`src/rtl/synch_edge_filter_if.sv`:
```
// Pin-side bundle for the multi-channel synchronizer / glitch filter / edge detector.
// master drives the raw pins and controls; slave is the filter block.
interface synch_edge_filter_if #(
    parameter int NUM_CH = 4
);
    logic [NUM_CH-1:0] asynch_sig_in;
    logic [1:0]        edge_sel;
    logic [NUM_CH-1:0] evt_clr;
    logic [NUM_CH-1:0] filt_lvl;
    logic [NUM_CH-1:0] edge_pulse;
    logic [NUM_CH-1:0] evt_sticky;
    logic              any_evt;

    modport master (
        output asynch_sig_in,
        output edge_sel,
        output evt_clr,
        input  filt_lvl,
        input  edge_pulse,
        input  evt_sticky,
        input  any_evt
    );

    modport slave (
        input  asynch_sig_in,
        input  edge_sel,
        input  evt_clr,
        output filt_lvl,
        output edge_pulse,
        output evt_sticky,
        output any_evt
    );
endinterface

```
`src/rtl/synch_edge_filter.sv`:
```
// Per-channel synchronizer chain, stability filter and selectable edge detector
// with sticky event flags; all channels independent, single clock domain.
module synch_edge_filter #(
    parameter int NUM_CH      = 4,
    parameter int SYNC_STAGES = 2,
    parameter int FILT_CYCLES = 3
) (
    input  logic                clk,
    input  logic                rst,
    synch_edge_filter_if.slave  bus
);

    localparam int               CNT_W   = $clog2(FILT_CYCLES + 1);
    localparam logic [CNT_W-1:0] CNT_MAX = CNT_W'(FILT_CYCLES - 1);
    localparam logic [CNT_W-1:0] CNT_ONE = CNT_W'(1);

    logic [SYNC_STAGES-1:0] sync_q [NUM_CH];
    logic [SYNC_STAGES-1:0] sync_d [NUM_CH];
    logic [CNT_W-1:0]       cnt_q  [NUM_CH];
    logic [CNT_W-1:0]       cnt_d  [NUM_CH];

    logic [NUM_CH-1:0] filt_lvl_q,   filt_lvl_d;
    logic [NUM_CH-1:0] edge_pulse_q, edge_pulse_d;
    logic [NUM_CH-1:0] evt_sticky_q, evt_sticky_d;
    logic              any_evt_q,    any_evt_d;

    logic [NUM_CH-1:0] sync_out;
    logic [NUM_CH-1:0] flip;

    always_comb begin
        sync_d       = sync_q;
        cnt_d        = cnt_q;
        filt_lvl_d   = filt_lvl_q;
        edge_pulse_d = '0;
        sync_out     = '0;
        flip         = '0;

        for (int c = 0; c < NUM_CH; c++) begin
            sync_d[c]   = {sync_q[c][SYNC_STAGES-2:0], bus.asynch_sig_in[c]};
            sync_out[c] = sync_q[c][SYNC_STAGES-1];

            // Counter only runs while the synchronized value disagrees with the level;
            // any agreement restarts the qualification window from zero.
            if (sync_out[c] != filt_lvl_q[c]) begin
                if (cnt_q[c] == CNT_MAX) begin
                    flip[c]       = 1'b1;
                    filt_lvl_d[c] = ~filt_lvl_q[c];
                    cnt_d[c]      = '0;
                end else begin
                    cnt_d[c] = cnt_q[c] + CNT_ONE;
                end
            end else begin
                cnt_d[c] = '0;
            end

            unique case (bus.edge_sel)
                2'b00:   edge_pulse_d[c] = flip[c] &  filt_lvl_d[c];
                2'b01:   edge_pulse_d[c] = flip[c] & ~filt_lvl_d[c];
                2'b10:   edge_pulse_d[c] = flip[c];
                default: edge_pulse_d[c] = 1'b0;
            endcase
        end

        // A new pulse beats a concurrent clear so no event is ever lost.
        evt_sticky_d = edge_pulse_d | (evt_sticky_q & ~bus.evt_clr);
        any_evt_d    = |evt_sticky_d;
    end

    always_ff @(posedge clk) begin
        if (rst) begin
            for (int c = 0; c < NUM_CH; c++) begin
                sync_q[c] <= '0;
                cnt_q[c]  <= '0;
            end
            filt_lvl_q   <= '0;
            edge_pulse_q <= '0;
            evt_sticky_q <= '0;
            any_evt_q    <= 1'b0;
        end else begin
            for (int c = 0; c < NUM_CH; c++) begin
                sync_q[c] <= sync_d[c];
                cnt_q[c]  <= cnt_d[c];
            end
            filt_lvl_q   <= filt_lvl_d;
            edge_pulse_q <= edge_pulse_d;
            evt_sticky_q <= evt_sticky_d;
            any_evt_q    <= any_evt_d;
        end
    end

    assign bus.filt_lvl   = filt_lvl_q;
    assign bus.edge_pulse = edge_pulse_q;
    assign bus.evt_sticky = evt_sticky_q;
    assign bus.any_evt    = any_evt_q;

endmodule

```
`src/flat_wrapper.sv`:
```
// flat-port wrapper written by rule: the top's interface ports become plain ports
module synch_edge_filter_flat 
#(
    parameter int NUM_CH      = 4,
    parameter int SYNC_STAGES = 2,
    parameter int FILT_CYCLES = 3
)
  (clk, rst, bus_asynch_sig_in, bus_edge_sel, bus_evt_clr, bus_filt_lvl, bus_edge_pulse, bus_evt_sticky, bus_any_evt);
  synch_edge_filter_if #(.NUM_CH(NUM_CH)) bus_i ();
  input  logic clk;
  input  logic rst;
  input wire logic [$bits(bus_i.asynch_sig_in)-1:0] bus_asynch_sig_in;
  input wire logic [$bits(bus_i.edge_sel)-1:0] bus_edge_sel;
  input wire logic [$bits(bus_i.evt_clr)-1:0] bus_evt_clr;
  output wire logic [$bits(bus_i.filt_lvl)-1:0] bus_filt_lvl;
  output wire logic [$bits(bus_i.edge_pulse)-1:0] bus_edge_pulse;
  output wire logic [$bits(bus_i.evt_sticky)-1:0] bus_evt_sticky;
  output wire logic [$bits(bus_i.any_evt)-1:0] bus_any_evt;
  assign bus_i.asynch_sig_in = bus_asynch_sig_in;
  assign bus_i.edge_sel = bus_edge_sel;
  assign bus_i.evt_clr = bus_evt_clr;
  assign bus_filt_lvl = bus_i.filt_lvl;
  assign bus_edge_pulse = bus_i.edge_pulse;
  assign bus_evt_sticky = bus_i.evt_sticky;
  assign bus_any_evt = bus_i.any_evt;
  synch_edge_filter #(.NUM_CH(NUM_CH), .SYNC_STAGES(SYNC_STAGES), .FILT_CYCLES(FILT_CYCLES)) u_core (.clk(clk), .rst(rst), .bus(bus_i));
endmodule
```
`config.mk`:
```
export PLATFORM = sky130hd
export DESIGN_NAME = synch_edge_filter_flat
export DESIGN_NICKNAME = d
export VERILOG_FILES = /design/src/rtl/synch_edge_filter_if.sv /design/src/rtl/synch_edge_filter.sv /design/src/flat_wrapper.sv
export SDC_FILE = /design/constraint.sdc
export NUM_CORES = 1
export LEC_CHECK = 0
export BUFFER_PORTS_ARGS = -buffer_cell sky130_fd_sc_hd__buf_2
export CORE_MARGIN = 1.5
export CORE_UTILIZATION = 25
export CTS_CLUSTER_SIZE = 25
export DETAILED_ROUTE_END_ITERATION = 8
export GPL_TIMING_DRIVEN = 0
export SKIP_CTS_REPAIR_TIMING = 1
export SYNTH_ARGS = -nofsm -noshare
export SYNTH_HDL_FRONTEND = slang
export SYNTH_SLANG_ARGS = --single-unit
```
`constraint.sdc`:
```
create_clock -name clk -period 3.23 [get_ports clk]
set_input_delay 0.646 -clock clk [delete_from_list [all_inputs] [get_ports clk]]
set_output_delay 0.646 -clock clk [all_outputs]
set_load 0.01 [all_outputs]
```
## Yosys cells after proc, flatten, opt, wreduce, memory -nomap -nowiden

Cells that the tools add are included.
Widths: inputs -> output; s select.

- Register bits: 29
- Bits in latches: 0
- Bits in writable memories: 0
- ROM bits: 0
- Input bits: 12
- Output and inout bits: 13
- Word-level logic and storage cells: 75
- Memories kept: 0

- $add $sub $neg: 4
- Multipliers: 0
- Div/mod/pow operators: 0
- Order comparisons: 0
- Eq/ne operators: 10
- Shift-type cells: 0
- Mux-type cells: 20
- Bitwise logic cells: 23
- Reductions and logical operators: 6

Operator list:

| operator | number |
|---|---|
| $mux 1 | 16 |
| $not 1->1 | 12 |
| $pmux 1 s3 | 4 |
| $reduce_or 3->1 | 4 |
| $eq 2x2->1 const B | 5 |
| $add 2x1->2 const B | 4 |
| $and 1x1->1 | 8 |
| $and 4x4->4 | 1 |
| $ne 1x1->1 | 4 |
| $not 4->4 | 1 |
| $or 4x4->4 | 1 |
| $reduce_or 4->1 | 1 |
| $eq 2x1->1 const B | 1 |
| $logic_not 2->1 | 1 |

## Logic depth before layout (Yosys ltp)

Gate-level depths: netlist of the first run.

- Depth in word-level cells: 8
- Depth in mapped cells: 6
- Depth with buffers taken out: 6

## Worst setup path after synthesis of the first run

Ideal clock, no wire load.

- Path kind: input port to flip-flop
- Start: input port bus_edge_sel[0]
- End: register u_core.any_evt_q, in the netlist u_core.bus.any_evt
- Setup time: 0.146 ns
- Data arrival time: 1.584 ns
- Data required time: 3.084 ns
- Setup slack: 1.501 ns
- Stages: 5
- Path buffers: 1
- Path through: buf_6 > and4bb_1 > or3_4 > a21oi_2 > a41oi_1

- Word-level cells in the longest chain between the ends: 4
- Elaborated cells on any way between the ends: 9
- Classes of those cells: eq/ne: 2; mux: 4; bitwise: 1; reduce/logical: 2

Ends and longest elaborated chain:

| element | RTL line | RTL |
|---|---|---|
| from (decl) | flat_wrapper.sv:13 | `input wire logic [$bits(bus_i.edge_sel)-1:0] bus_edge_sel;` |
| $eq 2x2->1, or another cell as far along | synch_edge_filter.sv:56 | `unique case (bus.edge_sel)` |
| $pmux 1 s3 | synch_edge_filter.sv:56 |  |
| $or 4x4->4 * | synch_edge_filter.sv:65 | `evt_sticky_d = edge_pulse_d \| (evt_sticky_q & ~bus.evt_clr);` |
| $reduce_or 4->1 * | synch_edge_filter.sv:66 | `any_evt_d = \|evt_sticky_d;` |
| to (signal assigned) | synch_edge_filter.sv:87 | `any_evt_q <= any_evt_d;` |
| to (decl) | synch_edge_filter.sv:25 | `logic any_evt_q, any_evt_d;` |

Every way passes the cells marked *; elsewhere a longest branch is shown, timed or not.
A chain may end at the register's enable or synchronous reset.

## Worst setup path in the final report of the first run

Ends and elaborated chain as after synthesis.

==> results_dict.tcl, run 1 <==
set metrics [dict create \
    outcome "finished clean" \
    p_leak_nw 0.576 \
    ios 25 \
    worstSetupPathType "primary input to flop" \
    dpl.hpwl_um 1460 \
    synth_area_leaders "dfxtp_1 (52%), nor2_1 (6.7%), nor2b_1 (6.2%)" \
    finalSetupTns_ps 0 \
    cp_max_fo 10 \
    synth_compound_area_share_pct 6.29 \
    regToRegEndpoint "u_core.bus.any_evt$_SDFF_PP0_" \
    port_buffers 24 \
    synth_top_family_by_area "simple AND/OR/NAND/NOR gates" \
    mostFrequentLayoutCells "dfxtp_1 (29), buf_2 (24), nor2_1 (20)" \
    crit_buf_inv 2 \
    hold_depth 1 \
    cts_inserted_buffers 5 \
    layout-drive-gt1-share_pct 23.9 \
    ant_nets 0 \
    powerDensity_nw_per_um2 495 \
    routed_wl_um 2070 \
    synth-adder-area-share_pct 4.49 \
    diodes 0 \
    finalCritPeriodShare_pct 50.0 \
    cts_tree "built" \
    arrival_ps 1750 \
    grt_pass1_vias 728 \
    final_common_cell "dfxtp_1" \
    synth_top_area_cell "dfxtp_1" \
    fin_hold_ws_ps 409 \
    syn2layout_area_growth_pct 23.8 \
    worstMarginPinSlew_ps 463 \
    clockBufferDepth 2 \
    clk_root_buffer_cell "clkbuf_8" \
    hold_viol_final 0 \
    ff2ff_setup_slack_ps 1780 \
    vias_per_cell 4.23 \
    syn_area_sq_um 1110 \
    nFillCells 491 \
    cts.sinks 29 \
    hold_path_class "flop to flop" \
    crit_path_end_kind "flop" \
    relSlewSlack_pct 69.1 \
    yosysWarnings 0 \
    clk_pin_slew_ps 60 \
    synth_cells 110 \
    fin_skew_ps 1.51 \
    setup_viol 0 \
    peakVddDrop_v 0.000230 \
    first_pass_iters 2 \
    grt_max_degree 11 \
    rsz0062_at_grt "no" \
    grt_pass1_wl_um 3320 \
    avgSynthCellArea_sq_um 10.1 \
    clock_latency_ps 280 \
    grt_overflow 0 \
    synth_edf_count 0 \
    core_sq_um 4320 \
    row_count 24 \
    start_util_pct 25.8 \
    synth.distinct_cells 24 \
    first_iter_violations 10 \
    instances_no_fill 194 \
    cp_slowest_cell "or3_4" \
    netlist.area_leader.share_pct 52.1 \
    drc 0 \
    synth_mux_area_share_pct 3.59 \
    die-area_sq_um 4870 \
    yosysSeqAreaShare_pct 52.1 \
    track_usage_pct 9.27 \
    critPathRequiredTime_ps 3370 \
    worstHoldStart "u_core.cnt_q[2]$_SDFF_PP0_" \
    synth-async-reset-ratio_pct 0 \
    reg2reg_depth 4 \
    die_w_um 69.8 \
    cap_violations 0 \
    hold_path_end "u_core.cnt_q[2]$_SDFF_PP0_" \
    r2r-start "u_core.sync_out[1]$_SDFF_PP0_" \
    fin_crit_ps 1610 \
    htreeDepth 2 \
    dp.cells 186 \
    drv_slew 0 \
    fin_nets 157 \
    synth-seq-cells 29 \
    antenna_found_initial 0 \
    synth_xor_area_share_pct 3.14 \
    cp-start-kind "primary input" \
    utilization_pct 31.9 \
    fp.dieH_um 69.8 \
    synth_flop_cell "dfxtp_1" \
    wl_per_cell_um 10.7 \
    path_cells "buf_2, buf_6, and4bb_1, or3_4, a21oi_2, a41oi_1" \
    synthSimpleGateAreaFrac_pct 27.0 \
    synthesis.nets 126 \
    place.gp.congestion 0.684 \
    slowest_delay_ps 390 \
    crit_family "simple AND/OR/NAND/NOR gates" \
    fmax_ghz 0.619 \
    via_count 821 \
]
-- routing by layer --
metal  vias to the layer above  global-route usage (%)  wire length, um
li1                        428                       -                -
met1                       369                    10.3              927
met2                        18                    14.0              952
met3                         6                    5.67              146
met4                         0                    4.49               43
met5                         -                       0                0
-- synth_stat cells, drive strengths merged, types with 3 or more instances --
library cell,count
dfxtp,29
nand2,3
a21oi,5
or3,5
inv,5
ha,4
xnor2,4
nor2b,11
nor2,20
nand2b,4
mux2i,4
and4bb,5
-- worst max path at each step --
stage | endpoint | slack, ps | startpoint | cells past startpoint
2_1_floorplan | u_core.bus.any_evt$_SDFF_PP0_ | 1500 | bus_edge_sel[0] | 5
3_3_place_gp | u_core.bus.any_evt$_SDFF_PP0_ | 1320 | bus_edge_sel[0] | 6
3_5_place_dp | u_core.bus.any_evt$_SDFF_PP0_ | 1320 | bus_edge_sel[0] | 6
4_1_cts | u_core.bus.any_evt$_SDFF_PP0_ | 1610 | bus_edge_sel[0] | 6
5_1_grt | u_core.bus.any_evt$_SDFF_PP0_ | 1540 | bus_edge_sel[0] | 6
6_report | u_core.bus.any_evt$_SDFF_PP0_ | 1620 | bus_edge_sel[0] | 6
-- where the power goes --
| group | switching, mW | internal, mW |
|---|---|---|
| clock network | 0.132 | 0.153 |
| logic | 0.0149 | 0.0157 |
| registers | 0.00328 | 0.364 |
-- state kept, by name (all words and copies together), names as in the netlist --
signal                 cells
u_core.cnt_q               8
u_core.bus.evt_sticky      4
u_core.sync_d              4
u_core.bus.filt_lvl        4
u_core.sync_out            4
u_core.bus.any_evt         1
u_core.bus.edge_pulse      4
-- cell families (layout without fill, tap and decap cells) --
kind of cell / after synthesis / count (layout)
mux: 4 / 4
flops: 29 / 29
xor+xnor: 4 / 4
fa+ha+maj: 4 / 4
simple gates: 51 / 51
buf+inv: 8 / 40
compound gates: 10 / 10
-- worst register-to-register path: stages (launching register included) --
cell and delay (ps):
dfxtp_1 380, and4bb_1 220, or3_1 400, a21oi_2 180
a41oi_1 120
-- per-stage QoR --
step / setup slack, ps / instance area, sq um / total power, mW
final: 1620 / 1380 / 0.683
after CTS: 1610 / 1380 / 0.692
after global placement: 1320 / 1300 / 0.405
after detailed placement: 1320 / 1300 / 0.406
after global routing: 1540 / 1380 / 0.714
after floorplan: 1500 / 1110 / 0.393
-- area by class of cell --
cell class,instances,area (sq um),share of cell area [%]
buffer,3,18.8,1.36
clock buffer,8,80.1,5.80
inverter,5,18.8,1.36
multi-input combinational,73,497,36.0
sequential,29,581,42.1
tap,52,65.1,4.71
timing repair buffer,24,120,8.70
Power figures use the tool's default switching activity.
==> run 2, diff against run 1 <==
Settings changed: ABC_AREA set to 1.
Clock period 3.23 ns to 1.34 ns, I/O delays scaled along.
==> results_dict.tcl, run 2 <==
set metrics [dict create \
    instances_no_fill 233 \
    grt_max_degree 11 \
    avgSynthCellArea_sq_um 7.82 \
    dp.cells 223 \
    drc 0 \
    dp_slack_ps 21.7 \
    p_sw_uw 359 \
    design_area_sq_um 1470 \
    mostFrequentLayoutCells "dfxtp_1 (27), inv_1 (24), buf_2 (24)" \
    p_clk_share_pct 42.3 \
    largest_reg_flops 8 \
    startpoint "u_core.cnt_q[6]$_SDFF_PP0_" \
    hold_path_class "primary input to flop" \
    place.gp.congestion 0.760 \
    grt_pass1_vias 787 \
    die_w_um 70.8 \
    die-area_sq_um 5020 \
    synth-seq-cells 29 \
    grt_overflow 0 \
    powerDensity_nw_per_um2 1140 \
    core_sq_um 4380 \
    synthesis.nets 163 \
    nFillCells 479 \
    htreeDepth 2 \
    syn2layout_area_growth_pct 27.5 \
    first_pass_iters 4 \
    cts_tree "built" \
    pwr-share-seq_pct 52.8 \
    antenna_found_initial 0 \
    layout-drive-gt1-share_pct 34.3 \
    outcome "finished clean" \
    synth.most_common_cell "dfxtp_1" \
    grt-busiest-layer "met2" \
    worstMarginPinSlew_ps 503 \
    synth.distinct_cells 15 \
    worstSetupPathType "flop to flop" \
    finalWorstSetupSlack_ps 83.9 \
    ios 25 \
    synth_flop_cell "dfxtp_1" \
    start_util_pct 26.2 \
    cp-start-kind "flop" \
    synth_area_leaders "dfxtp_1 (50%), nand2_1 (8.2%), inv_1 (7.8%)" \
    setup_viol 0 \
    worstHoldStart "bus_asynch_sig_in[2]" \
    ant_nets 0 \
    diodes 0 \
    cts_inserted_buffers 5 \
    clk_pin_slew_ps 60 \
    via_count 944 \
    arrival_ps 1440 \
    yosysWarnings 0 \
    finalCritPeriodShare_pct 93.7 \
    peakVddDrop_v 0.000431 \
    met1_usage_pct 11.0 \
    wl_per_cell_um 8.97 \
    final_common_cell "dfxtp_1" \
    crit_path_end_kind "flop" \
    first_iter_violations 41 \
    met3_usage_pct 4.42 \
    regMostFlops "u_core.cnt_q" \
    fin_hold_ws_ps 182 \
    use_met2_pct 12.8 \
    row_count 24 \
    fp.dieH_um 70.8 \
    critPathRequiredTime_ps 1520 \
    fmax_ghz 0.796 \
    p_total_mw 1.67 \
    synth_top_area_cell "dfxtp_1" \
    clk_root_buffer_cell "clkbuf_8" \
    r2r-start "u_core.cnt_q[6]$_SDFF_PP0_" \
    fin_crit_ps 1260 \
    routed_wl_um 2090 \
    p_int_mw 1.32 \
    synth_cells 147 \
    synth-async-reset-ratio_pct 0 \
    synth_edf_count 0 \
    synth_commonest_cells "dfxtp_1 (29), nand2_1 (25), inv_1 (24)" \
    place_area_sq_um 1340 \
    comb_power_share_pct 4.9 \
    dpl.hpwl_um 1550 \
    cap_violations 0 \
    syn_area_sq_um 1150 \
    netlist.area_leader.share_pct 50.5 \
    clockBufferDepth 2 \
    hold_viol_final 0 \
    port_buffers 24 \
    yosysSeqAreaShare_pct 50.5 \
    track_usage_pct 9.24 \
    grt_pass1_wl_um 3460 \
    relSlewSlack_pct 66.4 \
    fin_skew_ps 4.32 \
    drv_slew 0 \
    cp_max_fo 3 \
    vias_per_cell 4.05 \
    switching_share_pct 21.4 \
    cts.sinks 29 \
    p_leak_nw 0.682 \
    clock_latency_ps 280 \
    fin_nets 197 \
]
run 2: power groups by stage:
stage | sequential (mW) | combinational (mW) | clock [mW]
final | 0.885 | 0.0817 | 0.708
after global routing | 0.886 | 0.0940 | 0.769
after CTS | 0.884 | 0.0827 | 0.735
after detailed placement | 0.903 | 0.0825 | 0
after global placement | 0.903 | 0.0808 | 0
after floorplan | 0.902 | 0.0512 | 0
run 2: logic make-up after synthesis:
group / share of synthesized area (%)
flops: 50.5
buf+inv: 10.1
fa+ha+maj: 4.35
xor+xnor: 0.762
simple gates: 30.0
compound gates: 4.24
run 2: worst max-delay path, cell delays in order, from the launching register on:
cell	delay, ps
dfxtp_2	320
inv_1	40
ha_1	210
inv_2	70
nand2_1	80
nand3_1	70
nand2_1	60
nand3_2	70
nand2_2	70
nor2_4	110
a21oi_2	50
run 2: through the flow:
| step | setup TNS (ps) | util (%) |
|---|---|---|
| 2_1_floorplan | 0 | - |
| 3_3_place_gp | 0 | 30.5 |
| 3_5_place_dp | 0 | 30.5 |
| 4_1_cts | 0 | 32.4 |
| 5_1_grt | -1.16 | 33.4 |
| 6_report | 0 | 33.4 |
run 2: path summary, 6_finish.rpt:
check	to	slack (ps)	cells past startpoint
worst max-delay path	u_core.bus.any_evt$_SDFF_PP0_	80	10
worst min-delay path	u_core.sync_d[3]$_SDFF_PP0_	180	3
worst max register to register	u_core.bus.any_evt$_SDFF_PP0_	80	10
worst min register to register	u_core.cnt_q[6]$_SDFF_PP0_	390	1
run 2: layout make-up:
class / count / area, sq um / share of cell area, %
buffer: 2 / 7.51 / 0.512
clock buffer: 7 / 86.3 / 5.89
inverter: 29 / 109 / 7.42
multi-input combinational: 87 / 473 / 32.3
sequential: 29 / 583 / 39.8
tap: 52 / 65.1 / 4.44
timing repair buffer: 27 / 143 / 9.73
run 2: routing by layer:
layer  part of all wire (%)  vias up  wire, um
li1                       -      515         -
met1                     48      402      1010
met2                     43       19       893
met3                    6.0        8       125
met4                    2.9        0        60
met5                      0        -         0
